**config.mk**
```make
export PLATFORM = sky130hd
export DESIGN_NAME = softreg_endpoint_flat
export DESIGN_NICKNAME = d
export VERILOG_FILES = /design/src/rtl/softreg_endpoint_pkg.sv /design/src/rtl/softreg_endpoint_if.sv /design/src/rtl/softreg_resp_pipe.sv /design/src/rtl/softreg_endpoint.sv /design/src/flat_wrapper.sv
export SDC_FILE = /design/constraint.sdc
export NUM_CORES = 2
export LEC_CHECK = 0
export BUFFER_PORTS_ARGS = -buffer_cell sky130_fd_sc_hd__buf_2
export CAP_MARGIN = 20
export CORE_AREA = 2 2 499 501
export DETAILED_ROUTE_END_ITERATION = 8
export DIE_AREA = 0 0 501 503
export PLACE_DENSITY_LB_ADDON = 0.3
export SLEW_MARGIN = 20
export SYNTH_ARGS = -nofsm -noshare
export SYNTH_HDL_FRONTEND = slang
export SYNTH_SLANG_ARGS = --single-unit
```
**constraint.sdc**
```tcl
create_clock -name clk -period 2.45 [get_ports clk]
set_clock_uncertainty 0.1 [all_clocks]
set_input_delay 0.49 -clock clk [delete_from_list [all_inputs] [get_ports clk]]
set_output_delay 0.49 -clock clk [all_outputs]
set_load 0.01 [all_outputs]
```
**src/rtl/softreg_endpoint_pkg.sv**
```systemverilog
// softreg_endpoint_pkg: shell-wide soft-register channel types (package ShellTypes)
//   SoftRegReq               host request: valid, isWrite, addr (64-bit word index), data
//   SoftRegResp              read response: valid, data
//   SOFTREG_ERR_PATTERN      read data returned for out-of-range reads when SOFTREG_ERR_RESP_EN is defined
//   SOFTREG_MAX_READ_LATENCY largest supported response latency
package ShellTypes;
  typedef struct packed {
    logic        valid;
    logic        isWrite;
    logic [63:0] addr;
    logic [63:0] data;
  } SoftRegReq;
  typedef struct packed {
    logic        valid;
    logic [63:0] data;
  } SoftRegResp;
  localparam logic [63:0] SOFTREG_ERR_PATTERN = 64'hDEAD_BEEF_DEAD_BEEF;
  localparam int unsigned SOFTREG_MAX_READ_LATENCY = 4;
endpackage

```
**src/rtl/softreg_endpoint_if.sv**
```systemverilog
// softreg_endpoint_if: SoftRegReq/SoftRegResp channel between shell (master) and role endpoint (slave)
//   softreg_req   request from the host side, no backpressure
//   softreg_resp  read response from the endpoint
interface softreg_endpoint_if;
  import ShellTypes::*;
  SoftRegReq  softreg_req;
  SoftRegResp softreg_resp;
  modport master (output softreg_req, input softreg_resp);
  modport slave (input softreg_req, output softreg_resp);
endinterface

```
**src/rtl/softreg_resp_pipe.sv**
```systemverilog
// softreg_resp_pipe: valid/data delay line of DEPTH registered stages with synchronous clear
//   clk, rst            clock, synchronous active-high clear of every stage
//   in_valid, in_data   response launched this cycle
//   out_valid, out_data response DEPTH cycles later; data is 0 whenever valid is 0
module softreg_resp_pipe #(
  parameter int unsigned DEPTH = 2
) (
  input  logic        clk,
  input  logic        rst,
  input  logic        in_valid,
  input  logic [63:0] in_data,
  output logic        out_valid,
  output logic [63:0] out_data
);
  logic [DEPTH-1:0] v;
  logic [63:0]      d [DEPTH];
  always_ff @(posedge clk) begin
    if (rst) begin
      v <= '0;
      for (int i = 0; i < int'(DEPTH); i++) d[i] <= '0;
    end else begin
      v[0] <= in_valid;
      d[0] <= in_valid ? in_data : '0;
      for (int i = 1; i < int'(DEPTH); i++) begin
        v[i] <= v[i-1];
        d[i] <= d[i-1];
      end
    end
  end
  assign out_valid = v[DEPTH-1];
  assign out_data  = d[DEPTH-1];
endmodule

```
**src/rtl/softreg_endpoint.sv**
```systemverilog
// softreg_endpoint: host soft-register responder with control bank, status word and cycle counter
//   clk, rst      shell clock, synchronous active-high reset
//   sr            SoftRegReq in / SoftRegResp out (slave modport)
//   status_in     read-only status word
//   reg_out       control registers, register i at [64*i +: 64]
//   reg_wr_pulse  one-cycle pulse per register the cycle after it is written
// Optional macro SOFTREG_ERR_RESP_EN: error pattern on out-of-range reads plus a
// saturating out-of-range access counter readable at idx NUM_REGS+2.
module softreg_endpoint
  import ShellTypes::*;
#(
  parameter int unsigned NUM_REGS     = 16,
  parameter logic [31:0] BASE_ADDR    = 32'h0,
  parameter int unsigned READ_LATENCY = 2
) (
  input  logic                     clk,
  input  logic                     rst,
  softreg_endpoint_if.slave        sr,
  input  logic [63:0]              status_in,
  output logic [NUM_REGS*64-1:0]   reg_out,
  output logic [NUM_REGS-1:0]      reg_wr_pulse
);
  localparam logic [31:0] STAT_IDX = 32'(NUM_REGS);
  localparam logic [31:0] CNT_IDX  = STAT_IDX + 32'd1;
  SoftRegReq   req;
  logic [31:0] idx;
  logic        wr;
  logic        rd;
  logic        resp_valid;
  logic [63:0] cnt;
  logic [63:0] rd_data;
  logic [63:0] resp_data;
  logic        unused_addr_hi;
  assign req = sr.softreg_req;
  // a wrapping subtraction lands far above the map, so it decodes as out of range
  assign idx = req.addr[31:0] - BASE_ADDR;
  assign wr  = req.valid & req.isWrite;
  assign rd  = req.valid & ~req.isWrite;
  assign unused_addr_hi = ^req.addr[63:32];
  always_ff @(posedge clk) begin
    if (rst) begin
      reg_out      <= '0;
      reg_wr_pulse <= '0;
      cnt          <= '0;
    end else begin
      cnt          <= (wr && idx == CNT_IDX) ? '0 : cnt + 64'd1;
      reg_wr_pulse <= '0;
      for (int i = 0; i < int'(NUM_REGS); i++) begin
        if (wr && idx == 32'(i)) begin
          reg_out[64*i +: 64] <= req.data;
          reg_wr_pulse[i]     <= 1'b1;
        end
      end
    end
  end
`ifdef SOFTREG_ERR_RESP_EN
  localparam logic [31:0] ERR_IDX = STAT_IDX + 32'd2;
  logic [15:0] err_cnt;
  always_ff @(posedge clk) begin
    if (rst) err_cnt <= '0;
    else err_cnt <= (wr && idx == ERR_IDX) ? '0 :
                    (req.valid && idx > ERR_IDX && err_cnt != '1) ? err_cnt + 16'd1 : err_cnt;
  end
`endif
  // read data is taken from the values visible in the request cycle
  always_comb begin
`ifdef SOFTREG_ERR_RESP_EN
    rd_data = SOFTREG_ERR_PATTERN;
`else
    rd_data = '0;
`endif
    for (int i = 0; i < int'(NUM_REGS); i++) if (idx == 32'(i)) rd_data = reg_out[64*i +: 64];
    if (idx == STAT_IDX) rd_data = status_in;
    if (idx == CNT_IDX) rd_data = cnt;
`ifdef SOFTREG_ERR_RESP_EN
    if (idx == ERR_IDX) rd_data = {48'h0, err_cnt};
`endif
  end
  softreg_resp_pipe #(.DEPTH(READ_LATENCY)) u_pipe (
    .clk       (clk),
    .rst       (rst),
    .in_valid  (rd),
    .in_data   (rd_data),
    .out_valid (resp_valid),
    .out_data  (resp_data)
  );
  assign sr.softreg_resp = '{valid: resp_valid, data: resp_data};
endmodule

```
**src/flat_wrapper.sv**
```systemverilog
// flat-port wrapper written by rule: the top's interface ports become plain ports
module softreg_endpoint_flat import ShellTypes::*;
#(
  parameter int unsigned NUM_REGS     = 16,
  parameter logic [31:0] BASE_ADDR    = 32'h0,
  parameter int unsigned READ_LATENCY = 2
)
  (clk, rst, status_in, reg_out, reg_wr_pulse, sr_softreg_req, sr_softreg_resp);
  softreg_endpoint_if sr_i ();
  input  logic clk;
  input  logic rst;
  input  logic [63:0] status_in;
  output logic [NUM_REGS*64-1:0] reg_out;
  output logic [NUM_REGS-1:0] reg_wr_pulse;
  input wire logic [$bits(sr_i.softreg_req)-1:0] sr_softreg_req;
  output wire logic [$bits(sr_i.softreg_resp)-1:0] sr_softreg_resp;
  assign sr_i.softreg_req = sr_softreg_req;
  assign sr_softreg_resp = sr_i.softreg_resp;
  softreg_endpoint #(.NUM_REGS(NUM_REGS), .BASE_ADDR(BASE_ADDR), .READ_LATENCY(READ_LATENCY)) u_core (.clk(clk), .rst(rst), .sr(sr_i), .status_in(status_in), .reg_out(reg_out), .reg_wr_pulse(reg_wr_pulse));
endmodule
```
==> results_dict.tcl <==
set metrics [dict create \
    min-delay-start "status_in[15]" \
    path_max_fanout 7 \
    r2r_slack_ns -0.03 \
    cpMaxStageDelayCell "a222oi_1" \
    dp_slack_ns -1.76 \
    finalSetupViolCount 190 \
    crit_top_cell "buf_12" \
    synth.distinct_cells 68 \
    cts.sinks 1234 \
    critPathTopFamily "compound AO/OA/AOI/OAI gates" \
    die-area_mm2 0.252 \
    final_util_pct 32.3 \
    ys.flop_type "dfxtp_1" \
    ys_async_sr_fraction_pct 0 \
    ios 1301 \
    die_h_um 503 \
    gp_congestion 0.970 \
    routedWlPerCell_um 37.2 \
    fmax_mhz 382 \
    hpwl_um 337000 \
    grt_pass1_vias 57491 \
    slew_headroom_pct 28.0 \
    portBuffers 1268 \
    synth-seq-cells 1234 \
    dr.pass1.iters 9 \
    post-route-period-util_pct 107 \
    synth-edff-count 0 \
    worstSetupPathType "input port to flip-flop" \
    clk_pin_slew_ns 0.06 \
    hp-class "input port to flip-flop" \
    cp-start-kind "input port" \
    multi_input_area_mm2 0.0273 \
    whs_ns 0.0333 \
    r2r_start "u_core.cnt[5]$_SDFF_PP0_" \
    vias 62954 \
    hold_depth 5 \
    register_area_mm2 0.0247 \
    grt_pass1_wl_um 561000 \
    post_synth.cell_area_avg_um2 7.64 \
    yosysTopAreaCellShare_pct 47.8 \
    status "finished with violations" \
    cp_slowest_stage_delay_ns 0.74 \
    end_kind "flip-flop" \
    fillers 26062 \
    routed_via_density 5.29 \
    tightestPinTransition_ns 1.08 \
    root_buffer "clkbuf_16" \
    r2r_end "u_core.cnt[49]$_SDFF_PP0_" \
    die_w_um 501 \
    start_util_pct 20.9 \
    row_count 183 \
    power_uw 47800 \
    syn_area_mm2 0.0517 \
    layout.nets 8706 \
    finalHoldViolCount 0 \
    p_leak_uw 0.0321 \
    totalWireLength_um 443000 \
    dr.first_iter.drc_count 8129 \
    drc_errors 0 \
    antenna_found_initial 51 \
    path_buf_inv 5 \
    track_usage_pct 32.9 \
    setup_slack_ns -0.169 \
    area_growth_syn_to_layout_pct 54.2 \
    rsz0062_at_grt "true" \
    cp_data_arrival_time_ns 3.19 \
    cts_htree_levels 4 \
    grt.overflow.total 0 \
    hold_path_end "u_core.u_pipe.d[0][15]$_SDFF_PP0_" \
    final_layout_size_suffix_gt1_share_pct 35.7 \
    synth_fp_nets 6970 \
    yosysTopAreaCell "dfxtp_1" \
    grt_max_degree 158 \
    slew_violations 0 \
    cts_buffer_depth 3 \
    period_needed_ns 2.62 \
    synth.yosys.warnings 0 \
    powerDensity_mw_per_mm2 599 \
    insertion_delay_ns 0.83 \
    ff2ff_path_depth 7 \
    crit_required_ns 3.02 \
    synthCells 6773 \
    yosys-top-cells-area "dfxtp_1, nand2_1, a21oi_1" \
    maxCapViolations 0 \
    core_mm2 0.247 \
    crit_chain "buf_4 > nor4_4 > and4_2 > buf_12 > nand2_8 > buf_12 > buf_12 > nor2_4 > buf_4 > a222oi_1 > o211ai_1 > a21oi_2 > nor4_2" \
    cts_tree "built" \
    violations "negative setup slack" \
    cts_inserted_buffers 157 \
    synth-seq-area-share_pct 47.8 \
    drtAntennaViolNets 0 \
    cp_num_cells 13 \
    irDropWorstVdd_mv 0.577 \
]
layout by cell type (no fill, tap or decap), types with 23 or more instances in the layout:
cell type	instances
a21oi_1	1096
a21oi_2	121
a221oi_1	51
a222oi_1	29
a22oi_1	84
buf_12	200
buf_2	1251
buf_4	623
buf_6	105
buf_8	24
clkbuf_1	35
clkbuf_16	183
clkbuf_8	38
dfxtp_1	1231
diode_2	23
dlygate4sd3_1	48
inv_1	23
mux2i_1	43
nand2_1	2093
nand2_2	23
nand2_4	66
nand3_1	50
nand4_1	34
nor2_1	186
nor2_4	31
nor2b_1	72
nor3_1	33
o21ai_0	137
o21ai_1	29
o21ai_2	25
o22ai_1	52
xor2_1	24
routing by layer:
metal / vias up / routed length, um / track usage [%]
li1: 26585 / - / -
met1: 31274 / 176000 / 42.2
met2: 4228 / 186000 / 48.7
met3: 847 / 53800 / 11.6
met4: 20 / 27200 / 15.8
met5: - / 126 / 0
flip-flops by register name (all words and copies together), names as in the netlist:
register,cells
u_core.cnt,64
u_core.reg_out,1024
u_core.reg_wr_pulse,16
u_core.u_pipe.d,128
u_core.u_pipe.v,2
synthesized netlist by cell type (all sizes together), types with 9 or more instances:
cell type  count
buf          285
a222oi        29
nor2b         76
nor4          22
xor2          24
o22a          11
mux2i         43
a211oi        30
a32oi          9
and3          10
a31oi         14
a21oi       1226
or3           19
inv           24
o32ai         10
and4          13
o22ai         68
and2          11
o221ai        53
nand4         35
o211ai        13
nand2       2191
nand3         67
clkbuf       433
xnor2         22
nor3          58
a22o          22
o21a          11
o21ai        200
nor2         235
nand2b         9
a221oi        80
a22oi        106
dfxtp       1234
o2111ai       11
a221o         10
mux2          19
how the worst max path moves through the flow:
stage                             from                                end  slack (ns)
floorplan           sr_softreg_req[68]  u_core.u_pipe.d[0][43]$_SDFF_PP0_       -0.09
global placement    sr_softreg_req[93]  u_core.u_pipe.d[0][63]$_SDFF_PP0_       -1.85
detailed placement  sr_softreg_req[93]  u_core.u_pipe.d[0][63]$_SDFF_PP0_       -1.76
CTS                 sr_softreg_req[75]  u_core.u_pipe.d[0][35]$_SDFF_PP0_       -0.25
global route        sr_softreg_req[93]  u_core.u_pipe.d[0][30]$_SDFF_PP0_       -0.22
finish              sr_softreg_req[78]   u_core.u_pipe.d[0][8]$_SDFF_PP0_       -0.17
final cells by class:
| type | count | share of cell area, % |
|---|---|---|
| Multi-Input combinational cell | 4800 | 34.3 |
| Sequential cell | 1234 | 31.0 |
| Timing Repair Buffer | 2292 | 22.6 |
| Clock buffer | 235 | 5.90 |
| Tap cell | 3237 | 5.08 |
| Clock inverter | 52 | 0.990 |
| Inverter | 24 | 0.113 |
| Antenna cell | 23 | 0.0722 |
where the power goes:
group	total, uW	internal (uW)	switching (uW)
sequential	20100	20100	2.41
clock	25200	14900	10300
combinational	2540	616	1920
total	47800	35600	12200
cells by family after synthesis:
kind of cell,synth area share (%)
XOR/XNOR,0.779
AO/OA/AOI/OAI,21.7
adder cells (fa/ha/maj),0.0242
flip-flops,47.8
AND/OR/NAND/NOR,21.8
buffers and inverters,6.65
multiplexers,1.25
worst register-to-register path, delay by kind of cell (launching register included):
family	cells	cell delay (ns)
flops	1	0.33
simple gates	6	1.83
compound gates	1	0.15
through the flow:
| stage | instances | instance area (um2) | setup TNS, ns |
|---|---|---|---|
| after floorplan | 6773 | 52200 | -11.14 |
| after global placement | 11364 | 67500 | -999.28 |
| after detailed placement | 11365 | 67500 | -974.50 |
| after CTS | 11782 | 76600 | -26.07 |
| after global routing | 11881 | 79700 | -26.24 |
| final | 11897 | 79800 | -9.54 |
timing repair:
action	4_1_cts	5_1_grt
gates resized for setup	416	492
hold buffers	48	0
cloned	17	27
endpoints found under the hold margin	48	0
setup buffers	80	88
setup endpoints to repair	385	508
pin swaps	125	267
No activity file was read; power rests on OpenSTA's default activity.
